**src/rtl/i2s_pkg.sv**
```systemverilog
// i2s_pkg: shared definitions for the I2S/LJ/TDM transmitter.
//   i2s_mode_e       - frame format encoding as seen on mode_i
//   DEF_*            - default parameter values for the transmitter and FIFO
//   is_tdm/data_lags - format helpers used by the serializer
package i2s_pkg;

  typedef enum logic [1:0] {
    MODE_I2S  = 2'd0,
    MODE_LJ   = 2'd1,
    MODE_TDM  = 2'd2,
    MODE_RSVD = 2'd3
  } i2s_mode_e;

  localparam int DEF_DATA_WIDTH  = 24;
  localparam int DEF_SLOT_WIDTH  = 32;
  localparam int DEF_CHANNEL_NUM = 8;
  localparam int DEF_FIFO_DEPTH  = 16;

  // The reserved encoding behaves exactly like TDM.
  function automatic logic is_tdm(input i2s_mode_e m);
    return (m == MODE_TDM) || (m == MODE_RSVD);
  endfunction

  // Left-justified puts the MSB on the first bit of the slot; I2S and TDM
  // delay the data by one bit time relative to the slot counter.
  function automatic logic data_lags(input i2s_mode_e m);
    return m != MODE_LJ;
  endfunction

endpackage

```
**src/rtl/i2s_fifo.sv**
```systemverilog
// i2s_fifo: synchronous show-ahead sample FIFO, DATA_WIDTH x FIFO_DEPTH.
//   clk_i, rst_i   - clock, asynchronous active-high reset (pointers only)
//   push_i/push_data_i - write request and data, ignored when full
//   pop_i          - read request, ignored when empty
//   pop_data_o     - entry at the read pointer (valid while !empty_o)
//   full_o, empty_o, count_o - status and occupancy
module i2s_fifo
  import i2s_pkg::*;
#(
  parameter int DATA_WIDTH = DEF_DATA_WIDTH,
  parameter int FIFO_DEPTH = DEF_FIFO_DEPTH
) (
  input  logic                        clk_i,
  input  logic                        rst_i,
  input  logic                        push_i,
  input  logic [DATA_WIDTH-1:0]       push_data_i,
  input  logic                        pop_i,
  output logic [DATA_WIDTH-1:0]       pop_data_o,
  output logic                        full_o,
  output logic                        empty_o,
  output logic [$clog2(FIFO_DEPTH):0] count_o
);

  localparam int AW = $clog2(FIFO_DEPTH);
  localparam logic [AW:0] DEPTH_L = (AW+1)'(FIFO_DEPTH);

  // Pointers carry one extra wrap bit so full and empty are distinguishable.
  logic [AW:0]           wr_ptr, rd_ptr;
  logic [DATA_WIDTH-1:0] mem [FIFO_DEPTH];
  logic                  do_push, do_pop;

  assign count_o    = wr_ptr - rd_ptr;
  assign full_o     = (count_o == DEPTH_L);
  assign empty_o    = (wr_ptr == rd_ptr);
  assign do_push    = push_i && !full_o;
  assign do_pop     = pop_i && !empty_o;
  assign pop_data_o = mem[rd_ptr[AW-1:0]];

  always_ff @(posedge clk_i or posedge rst_i) begin
    if (rst_i) begin
      wr_ptr <= '0;
      rd_ptr <= '0;
    end else begin
      if (do_push) wr_ptr <= wr_ptr + 1'b1;
      if (do_pop)  rd_ptr <= rd_ptr + 1'b1;
    end
  end

  always_ff @(posedge clk_i) begin
    if (do_push) mem[wr_ptr[AW-1:0]] <= push_data_i;
  end

endmodule

```
**src/rtl/i2s_tdm_tx.sv**
```systemverilog
// i2s_tdm_tx: I2S / left-justified / TDM serial audio transmitter.
//   clk_i, rst_i  - clock, asynchronous active-high reset
//   en_i          - transmit enable; mode_i/div_i are captured on its rising cycle
//   mode_i        - 0 I2S, 1 left-justified, 2/3 TDM
//   div_i         - SCK half-period in clk_i cycles minus one
//   wr_valid_i, wr_data_i, wr_ready_o, count_o - sample FIFO write side
//   underrun_o    - one-cycle pulse when a slot starts with the FIFO empty
//   sck_o, ws_o, sd_o - serial clock, word select, serial data
module i2s_tdm_tx
  import i2s_pkg::*;
#(
  parameter int DATA_WIDTH  = DEF_DATA_WIDTH,
  parameter int SLOT_WIDTH  = DEF_SLOT_WIDTH,
  parameter int CHANNEL_NUM = DEF_CHANNEL_NUM,
  parameter int FIFO_DEPTH  = DEF_FIFO_DEPTH
) (
  input  logic                        clk_i,
  input  logic                        rst_i,
  input  logic                        en_i,
  input  logic [1:0]                  mode_i,
  input  logic [7:0]                  div_i,
  input  logic                        wr_valid_i,
  input  logic [DATA_WIDTH-1:0]       wr_data_i,
  output logic                        wr_ready_o,
  output logic [$clog2(FIFO_DEPTH):0] count_o,
  output logic                        underrun_o,
  output logic                        sck_o,
  output logic                        ws_o,
  output logic                        sd_o
);

  localparam int BW   = (SLOT_WIDTH > 1) ? $clog2(SLOT_WIDTH) : 1;
  localparam int SLW  = $clog2(CHANNEL_NUM);
  localparam int PADW = SLOT_WIDTH - DATA_WIDTH;
  localparam logic [BW-1:0]  BIT_LAST  = BW'(SLOT_WIDTH - 1);
  localparam logic [SLW-1:0] SLOT_LAST = SLW'(CHANNEL_NUM - 1);
  localparam logic [SLW-1:0] SLOT_HALF = SLW'(CHANNEL_NUM / 2);

  logic                  en_q;
  i2s_mode_e             mode_q, mode_eff;
  logic [7:0]            div_q, div_cnt;
  logic [BW-1:0]         bit_cnt, nxt_bit;
  logic [SLW-1:0]        slot_cnt, nxt_slot;
  logic [SLOT_WIDTH-1:0] shift_q, word_cur;
  logic                  lj_bit_q, lj_bit_d;
  logic                  start, div_wrap, fall_ev, slot_begin;
  logic                  ws_d, sd_d, underrun_d;
  logic                  fifo_empty, fifo_full, fifo_pop;
  logic [DATA_WIDTH-1:0] fifo_data;

  i2s_fifo #(
    .DATA_WIDTH (DATA_WIDTH),
    .FIFO_DEPTH (FIFO_DEPTH)
  ) u_fifo (
    .clk_i       (clk_i),
    .rst_i       (rst_i),
    .push_i      (wr_valid_i),
    .push_data_i (wr_data_i),
    .pop_i       (fifo_pop),
    .pop_data_o  (fifo_data),
    .full_o      (fifo_full),
    .empty_o     (fifo_empty),
    .count_o     (count_o)
  );

  assign wr_ready_o = !fifo_full;

  // The enable's rising cycle acts as a virtual SCK falling edge that places
  // slot 0 bit 0 on the wire; the format is taken straight from mode_i there
  // because mode_q is only loaded at the end of that cycle.
  assign start    = en_i && !en_q;
  assign mode_eff = start ? i2s_mode_e'(mode_i) : mode_q;
  assign div_wrap = en_i && !start && (div_cnt == div_q);
  assign fall_ev  = start || (div_wrap && sck_o);

  // Bit/slot position that becomes current at this falling event.
  always_comb begin
    nxt_bit  = '0;
    nxt_slot = '0;
    if (!start) begin
      if (bit_cnt == BIT_LAST) begin
        nxt_bit  = '0;
        nxt_slot = (slot_cnt == SLOT_LAST) ? '0 : slot_cnt + 1'b1;
      end else begin
        nxt_bit  = bit_cnt + 1'b1;
        nxt_slot = slot_cnt;
      end
    end
  end

  assign slot_begin = fall_ev && (nxt_bit == '0);
  assign fifo_pop   = slot_begin && !fifo_empty;
  assign underrun_d = slot_begin && fifo_empty;

  // An empty FIFO at slot start sends an all-zero slot.
  always_comb begin
    word_cur = shift_q;
    if (slot_begin) word_cur = fifo_empty ? '0 : (SLOT_WIDTH'(fifo_data) << PADW);
  end

  // lj_bit_d is the bit a left-justified stream carries now; lagging formats
  // send the one from the previous bit time.
  assign lj_bit_d = word_cur[SLOT_WIDTH-1];
  assign sd_d     = data_lags(mode_eff) ? lj_bit_q : lj_bit_d;
  assign ws_d     = is_tdm(mode_eff) ? ((nxt_bit == '0) && (nxt_slot == '0))
                                     : (nxt_slot >= SLOT_HALF);

  always_ff @(posedge clk_i or posedge rst_i) begin
    if (rst_i) begin
      en_q       <= 1'b0;
      mode_q     <= MODE_I2S;
      div_q      <= '0;
      div_cnt    <= '0;
      bit_cnt    <= '0;
      slot_cnt   <= '0;
      lj_bit_q   <= 1'b0;
      sck_o      <= 1'b0;
      ws_o       <= 1'b0;
      sd_o       <= 1'b0;
      underrun_o <= 1'b0;
    end else begin
      en_q       <= en_i;
      underrun_o <= underrun_d;
      if (start) begin
        mode_q <= i2s_mode_e'(mode_i);
        div_q  <= div_i;
      end
      if (!en_i) begin
        div_cnt  <= '0;
        bit_cnt  <= '0;
        slot_cnt <= '0;
        lj_bit_q <= 1'b0;
        sck_o    <= 1'b0;
        ws_o     <= 1'b0;
        sd_o     <= 1'b0;
      end else begin
        if (start) begin
          div_cnt <= '0;
        end else if (div_wrap) begin
          div_cnt <= '0;
          sck_o   <= !sck_o;
        end else begin
          div_cnt <= div_cnt + 1'b1;
        end
        if (fall_ev) begin
          bit_cnt  <= nxt_bit;
          slot_cnt <= nxt_slot;
          lj_bit_q <= lj_bit_d;
          ws_o     <= ws_d;
          sd_o     <= sd_d;
        end
      end
    end
  end

  // Shift register holds the remaining bits of the current slot, MSB first.
  always_ff @(posedge clk_i) begin
    if (fall_ev) shift_q <= word_cur << 1;
  end

endmodule

```
**config.mk**
```make
export PLATFORM = sky130hd
export DESIGN_NAME = i2s_tdm_tx
export DESIGN_NICKNAME = d
export VERILOG_FILES = /design/src/rtl/i2s_pkg.sv /design/src/rtl/i2s_fifo.sv /design/src/rtl/i2s_tdm_tx.sv
export SDC_FILE = /design/constraint.sdc
export NUM_CORES = 1
export LEC_CHECK = 0
export ABC_CLOCK_PERIOD_IN_PS = 10050
export BUFFER_PORTS_ARGS = -buffer_cell sky130_fd_sc_hd__buf_4
export CORE_MARGIN = 3
export CORE_UTILIZATION = 50
export DETAILED_ROUTE_END_ITERATION = 6
export PLACE_DENSITY_LB_ADDON = 0.05
export SLEW_MARGIN = 10
export SYNTH_ARGS = -nofsm -noshare
export SYNTH_HDL_FRONTEND = slang
export SYNTH_SLANG_ARGS = --single-unit
```
**constraint.sdc**
```tcl
create_clock -name clk_i -period 10.05 [get_ports clk_i]
set_input_delay 2.01 -clock clk_i [delete_from_list [all_inputs] [get_ports clk_i]]
set_output_delay 2.01 -clock clk_i [all_outputs]
set_load 0.005 [all_outputs]
```
# Yosys cells after proc, flatten, opt, wreduce, memory -nomap -nowiden
# Memory sizes are Yosys's and may differ from the RTL's.
# Cells that the tools add are included.
# totals
regBits	73
ram_bits	384
inputBits	38
n_memories	1
# op_classes
n_addsub	6
magnitude_cmp	1
eq_ne	11
mux	28
reduce_logical	20
# memory_table
memory	words	width	rd	rd_clocked_by_memory_dff	write_ports	line_no	source
u_fifo.mem	16	24	1	0	1	i2s_fifo.sv:29	logic [DATA_WIDTH-1:0] mem [FIFO_DEPTH];
# ops
op	count
two-way mux 32 bit	2
two-way mux 8 bit	3
two-way mux 5 bit	4
adder 5 x 1 -> 5 bit (second input constant)	3
two-way mux 3 bit	5
two-way mux 1 bit	13
== test 5 bit (second input constant)	2
logical AND 1 bit	10
adder 8 x 1 -> 8 bit (second input constant)	1
== test 8 bit	1
inequality test 2 x 1 -> 1 bit (second input constant)	3
== test 5 bit	1
zero test 1 bit	5
zero test 5 bit	1
subtractor 5 bit	1
== test 2 bit (second input constant)	2
adder 3 x 1 -> 3 bit (second input constant)	1
== test 3 bit (second input constant)	1
>= comparator 3 bit (second input constant)	1
zero test 3 bit	1
logical OR 1 bit	2
two-way mux 2 bit	1
inequality test 2 bit (second input constant)	1
AND reduction 2 bit	1

# Logic depth before layout (Yosys ltp)
# logic_depth
ltp_word	12
ltp_mapped	11

# Cells and area by module
# From an unflattened synthesis, not the netlist that was laid out.
# unflattened
hier_cells	978
area_unflattened_um2	18183.7
# by_module_without_submodules
module	instances	cells_each	area_per_inst_um2	seq_area_each_um2
i2s_fifo	1	751	15372.2	11781.3
i2s_tdm_tx	1	227	2811.4	1491.4

# Least setup slack after synthesis
# Ideal clock, no wire load.
# synth_path
path_type	reg2reg
start	reg u_fifo.rd_ptr[1]
end	mem u_fifo.mem[3][0] (netlist bit), enable pin
setup_time_ps	435
arrival_ps	3916
required_time_ps	9615
path_slack_ps	5699
path_stages_with_launch	11
n_path_buf	2
synth_period_minus_slack_ps	4351
cell_sequence	dfrtp_1 -> buf_2 -> buf_2 -> inv_1 -> ha_1 -> nor2b_1 -> o21ai_0 -> a21boi_0 -> o211ai_1 -> nand3_1 -> nor3_1
# synth_between
elab_chain_cells	6
# synth_rtl
item	line_no	source
start, declared	i2s_fifo.sv:28	logic [AW:0] wr_ptr, rd_ptr;
start signal, assigned	i2s_fifo.sv:45	if (do_pop) rd_ptr <= rd_ptr + 1'b1;
subtractor 5 bit	i2s_fifo.sv:32	assign count_o = wr_ptr - rd_ptr;
== test 5 bit	i2s_fifo.sv:33	assign full_o = (count_o == DEPTH_L);
zero test 1 bit	n/a	
via wr_ready_o	i2s_tdm_tx.sv:24	output logic wr_ready_o,
logical AND 1 bit	i2s_fifo.sv:35	assign do_push = push_i && !full_o;
two-way mux 1 bit	i2s_fifo.sv:50	if (do_push) mem[wr_ptr[AW-1:0]] <= push_data_i;
two-way mux 1 bit (implied by the code)	i2s_fifo.sv:50	
end, declared	i2s_fifo.sv:29	
# The timed path passes the listed nets, and every way through them passes these cells.

# Worst setup path after layout
# layout_path
start	reg u_fifo.rd_ptr[1]
end	out wr_ready_o
# layout_between
elab_chain_cells	3
# layout_rtl
item	line_no	source
subtractor 5 bit	i2s_fifo.sv:32	
== test 5 bit	i2s_fifo.sv:33	
zero test 1 bit	i2s_tdm_tx.sv:66	assign wr_ready_o = !fifo_full;
end, declared	i2s_tdm_tx.sv:24	
# No other way between the ends.

==> flow_summary.json <==
{
  "grt_busiest_layer": "met2",
  "synth_nets": 960,
  "core_area_um2": 34970,
  "grtUsageMet3": 0.03502,
  "maxSlewHeadroom": 0.2830,
  "use_met1": 0.2663,
  "dpl.hpwl_mm": 19.51,
  "yosys.area.top_type_share": 0.6820,
  "root_buffer": "clkbuf_16",
  "first_iter_violations": 662,
  "track_usage": 0.1939,
  "startpoint": "u_fifo.rd_ptr[1]",
  "hold_class": "register to register",
  "synth.distinct_cells": 52,
  "slew_violations": 0,
  "area_growth_pct": 13.41,
  "post-cts-setup-buffers": 0,
  "final_cell_mix": "407 x edfxtp_1, 116 x mux4_2, 62 x buf_4, 61 x nand2_1, 48 x clkbuf_16",
  "rsz0062_at_grt": "no",
  "crit-reg2reg-launch": "u_fifo.rd_ptr[1]",
  "reg2reg_depth": 9,
  "gp_congestion": 0.8109,
  "ys.flop_type": "edfxtp_1",
  "power.density_nw_per_um2": 270.2,
  "antenna_cells": 0,
  "synth_area_leaders": "edfxtp_1 68%, mux4_2 15%, dfrtp_1 5.9%, nand2_1 1.3%, ha_1 0.98%",
  "drv_cap": 0,
  "first_global_vias": 9180,
  "cts_resized": 0,
  "die_area_um2": 38150,
  "fin_ws_ns": 4.906,
  "worstMarginPinSlew_ns": 1.073,
  "setup_viol": 0,
  "fin_crit_ns": 5.144,
  "grt_max_degree": 69,
  "syn_area_um2": 17920,
  "final_common_cell": "edfxtp_1",
  "ant_nets": 0,
  "port_buffers": 47,
  "wl_per_cell_um": 24.57,
  "clock_latency_ns": 0.55,
  "outcome": "finished clean",
  "antenna_found_initial": 1,
  "cp.required_ns": 8.04,
  "cp-start-kind": "register",
  "tns_ns": 0,
  "met2_usage": 0.3274,
  "r2r_end": "u_fifo.mem[8][23]",
  "hold_viol_final": 0,
  "viasPerCell": 5.874,
  "synthCells": 907,
  "grt_pass1_wl_mm": 56.06,
  "synth_seq_cells": 449,
  "worstSetupPathType": "register to output port",
  "syn_avg_cell_area_um2": 19.76,
  "critical_path_arrival_ns": 3.13,
  "skew_ns": 0.009268,
  "routed-via-count": 8612,
  "hold_buffers": 0,
  "drive_gt1_frac": 0.2849,
  "firstDrtPassIters": 5,
  "r2r_setup_slack_ns": 5.78,
  "wl_mm": 36.02,
  "yosysTopAreaCell": "edfxtp_1",
  "die_y_um": 195.3,
  "die_w_um": 195.3,
  "htree_levels": 2,
  "synth_edf_count": 407,
  "finalCritPeriodShare": 0.5119,
  "place_ws_ns": 5.439,
  "cts_max_path_buffers": 3,
  "row_count": 68,
  "yosysWarnings": 0,
  "synth-seq-area-share": 0.7406,
  "peakVddDrop_uv": 262.1,
  "io_pins": 48,
  "leakagePower_nw": 6.950,
  "cts_made_buffers": 47,
  "clk_pin_slew_ns": 0.06,
  "overflow": 0,
  "start_util": 0.5125,
  "fmaxAchievable_mhz": 194.4,
  "path_max_fanout": 35,
  "drc": 0,
  "crit_end": "wr_ready_o",
  "cts_tree": "yes",
  "final_nets": 1029,
  "synthArstFlopShare": 0.09354,
  "clock-sinks": 449,
  "cp-end-kind": "output port"
}
where the power goes:
group | switching [W] | total, W | internal, W
clock | 0.000676 | 0.00165 | 0.000976
combinational | 0.000769 | 0.00148 | 0.000713
sequential | 0.0000996 | 0.00236 | 0.00226
total | 0.00154 | 0.00549 | 0.00395
registers in the layout (all words and copies together), names as in the netlist, 2 cells and up:
name and count:
slot_cnt 3, u_fifo.wr_ptr 5, mode_q 2, div_q 8, bit_cnt 5, div_cnt 8
shift_q 23, u_fifo.rd_ptr 5, u_fifo.mem 384
worst max-delay path, stage by stage, from the launching register on:
cell and delay (ns):
dfrtp_4 0.76, inv_1 0.20, ha_1 0.34, nor2b_1 0.13, o21ai_0 0.20, a21boi_0 0.16
o211ai_1 0.57, buf_4 0.22
how the worst min path moves through the flow:
stage | start | endpoint | slack [ns] | cells after the start
2_1_floorplan | mode_q[0] | mode_q[0] | 0.44 | 2
3_3_place_gp | mode_q[0] | mode_q[0] | 0.46 | 2
3_5_place_dp | mode_q[0] | mode_q[0] | 0.48 | 2
4_1_cts | mode_q[0] | mode_q[0] | 0.50 | 2
5_1_grt | mode_q[0] | mode_q[0] | 0.50 | 2
6_report | mode_q[0] | mode_q[0] | 0.50 | 2
metal layers:
metal	part of all wire	wire length (µm)	vias to the layer above
met3	0.052	1859	61
met5	0.00028	10	-
li1	-	-	3769
met4	0.021	741	2
met1	0.42	15030	4557
met2	0.51	18370	223
stage by stage:
stage               cells  utilization  power [W]  area (µm²)  hold slack (ns)
detailed placement   1382       0.5391   0.003921       18850           0.4797
floorplan             907            -   0.003443       17920           0.4376
global route         1466       0.5812   0.005762       20320           0.5045
CTS                  1466       0.5812   0.005579       20320           0.4995
finish               1466       0.5812   0.005493       20320           0.4971
global placement     1382       0.5391   0.003880       18850           0.4611
cell type report:
type                    instances  area (µm²)
fillers                      2555       14640
flip-flops and latches        449       13280
multi-input cells             380        4402
clock buffers                  59        1242
well taps                     455       569.3
repair buffers                 62       465.4
clock inverters                25       230.2
inverters                      36       135.1
cells in the mapped netlist, types with 2 or more instances:
library cell	count
nand3_1	23
buf_2	16
nor4_2	2
mux4_2	116
a31oi_1	2
mux2i_1	8
nor4b_1	2
inv_1	35
a21oi_1	4
a21boi_0	2
o211ai_1	2
o21ai_0	11
and3_1	7
or3_1	2
nor3b_1	2
clkbuf_1	16
mux2_2	4
or4_1	2
xnor2_1	10
nor2b_1	5
buf_6	3
xor2_1	16
ha_1	14
dfrtp_1	42
nor3_1	9
nand4_1	4
edfxtp_1	407
nor2_1	32
o21ai_2	19
nand2_1	61
nand2b_1	3
buf_1	6
cell families after synthesis:
group | after synthesis | synth area share
xor+xnor | 27 | 0.01361
simple gates | 159 | 0.04175
buf+inv | 78 | 0.01892
mux | 129 | 0.1536
flops | 449 | 0.7406
compound gates | 50 | 0.02060
fa+ha+maj | 15 | 0.01089
Note: power is estimated with default switching activity, not from simulation.
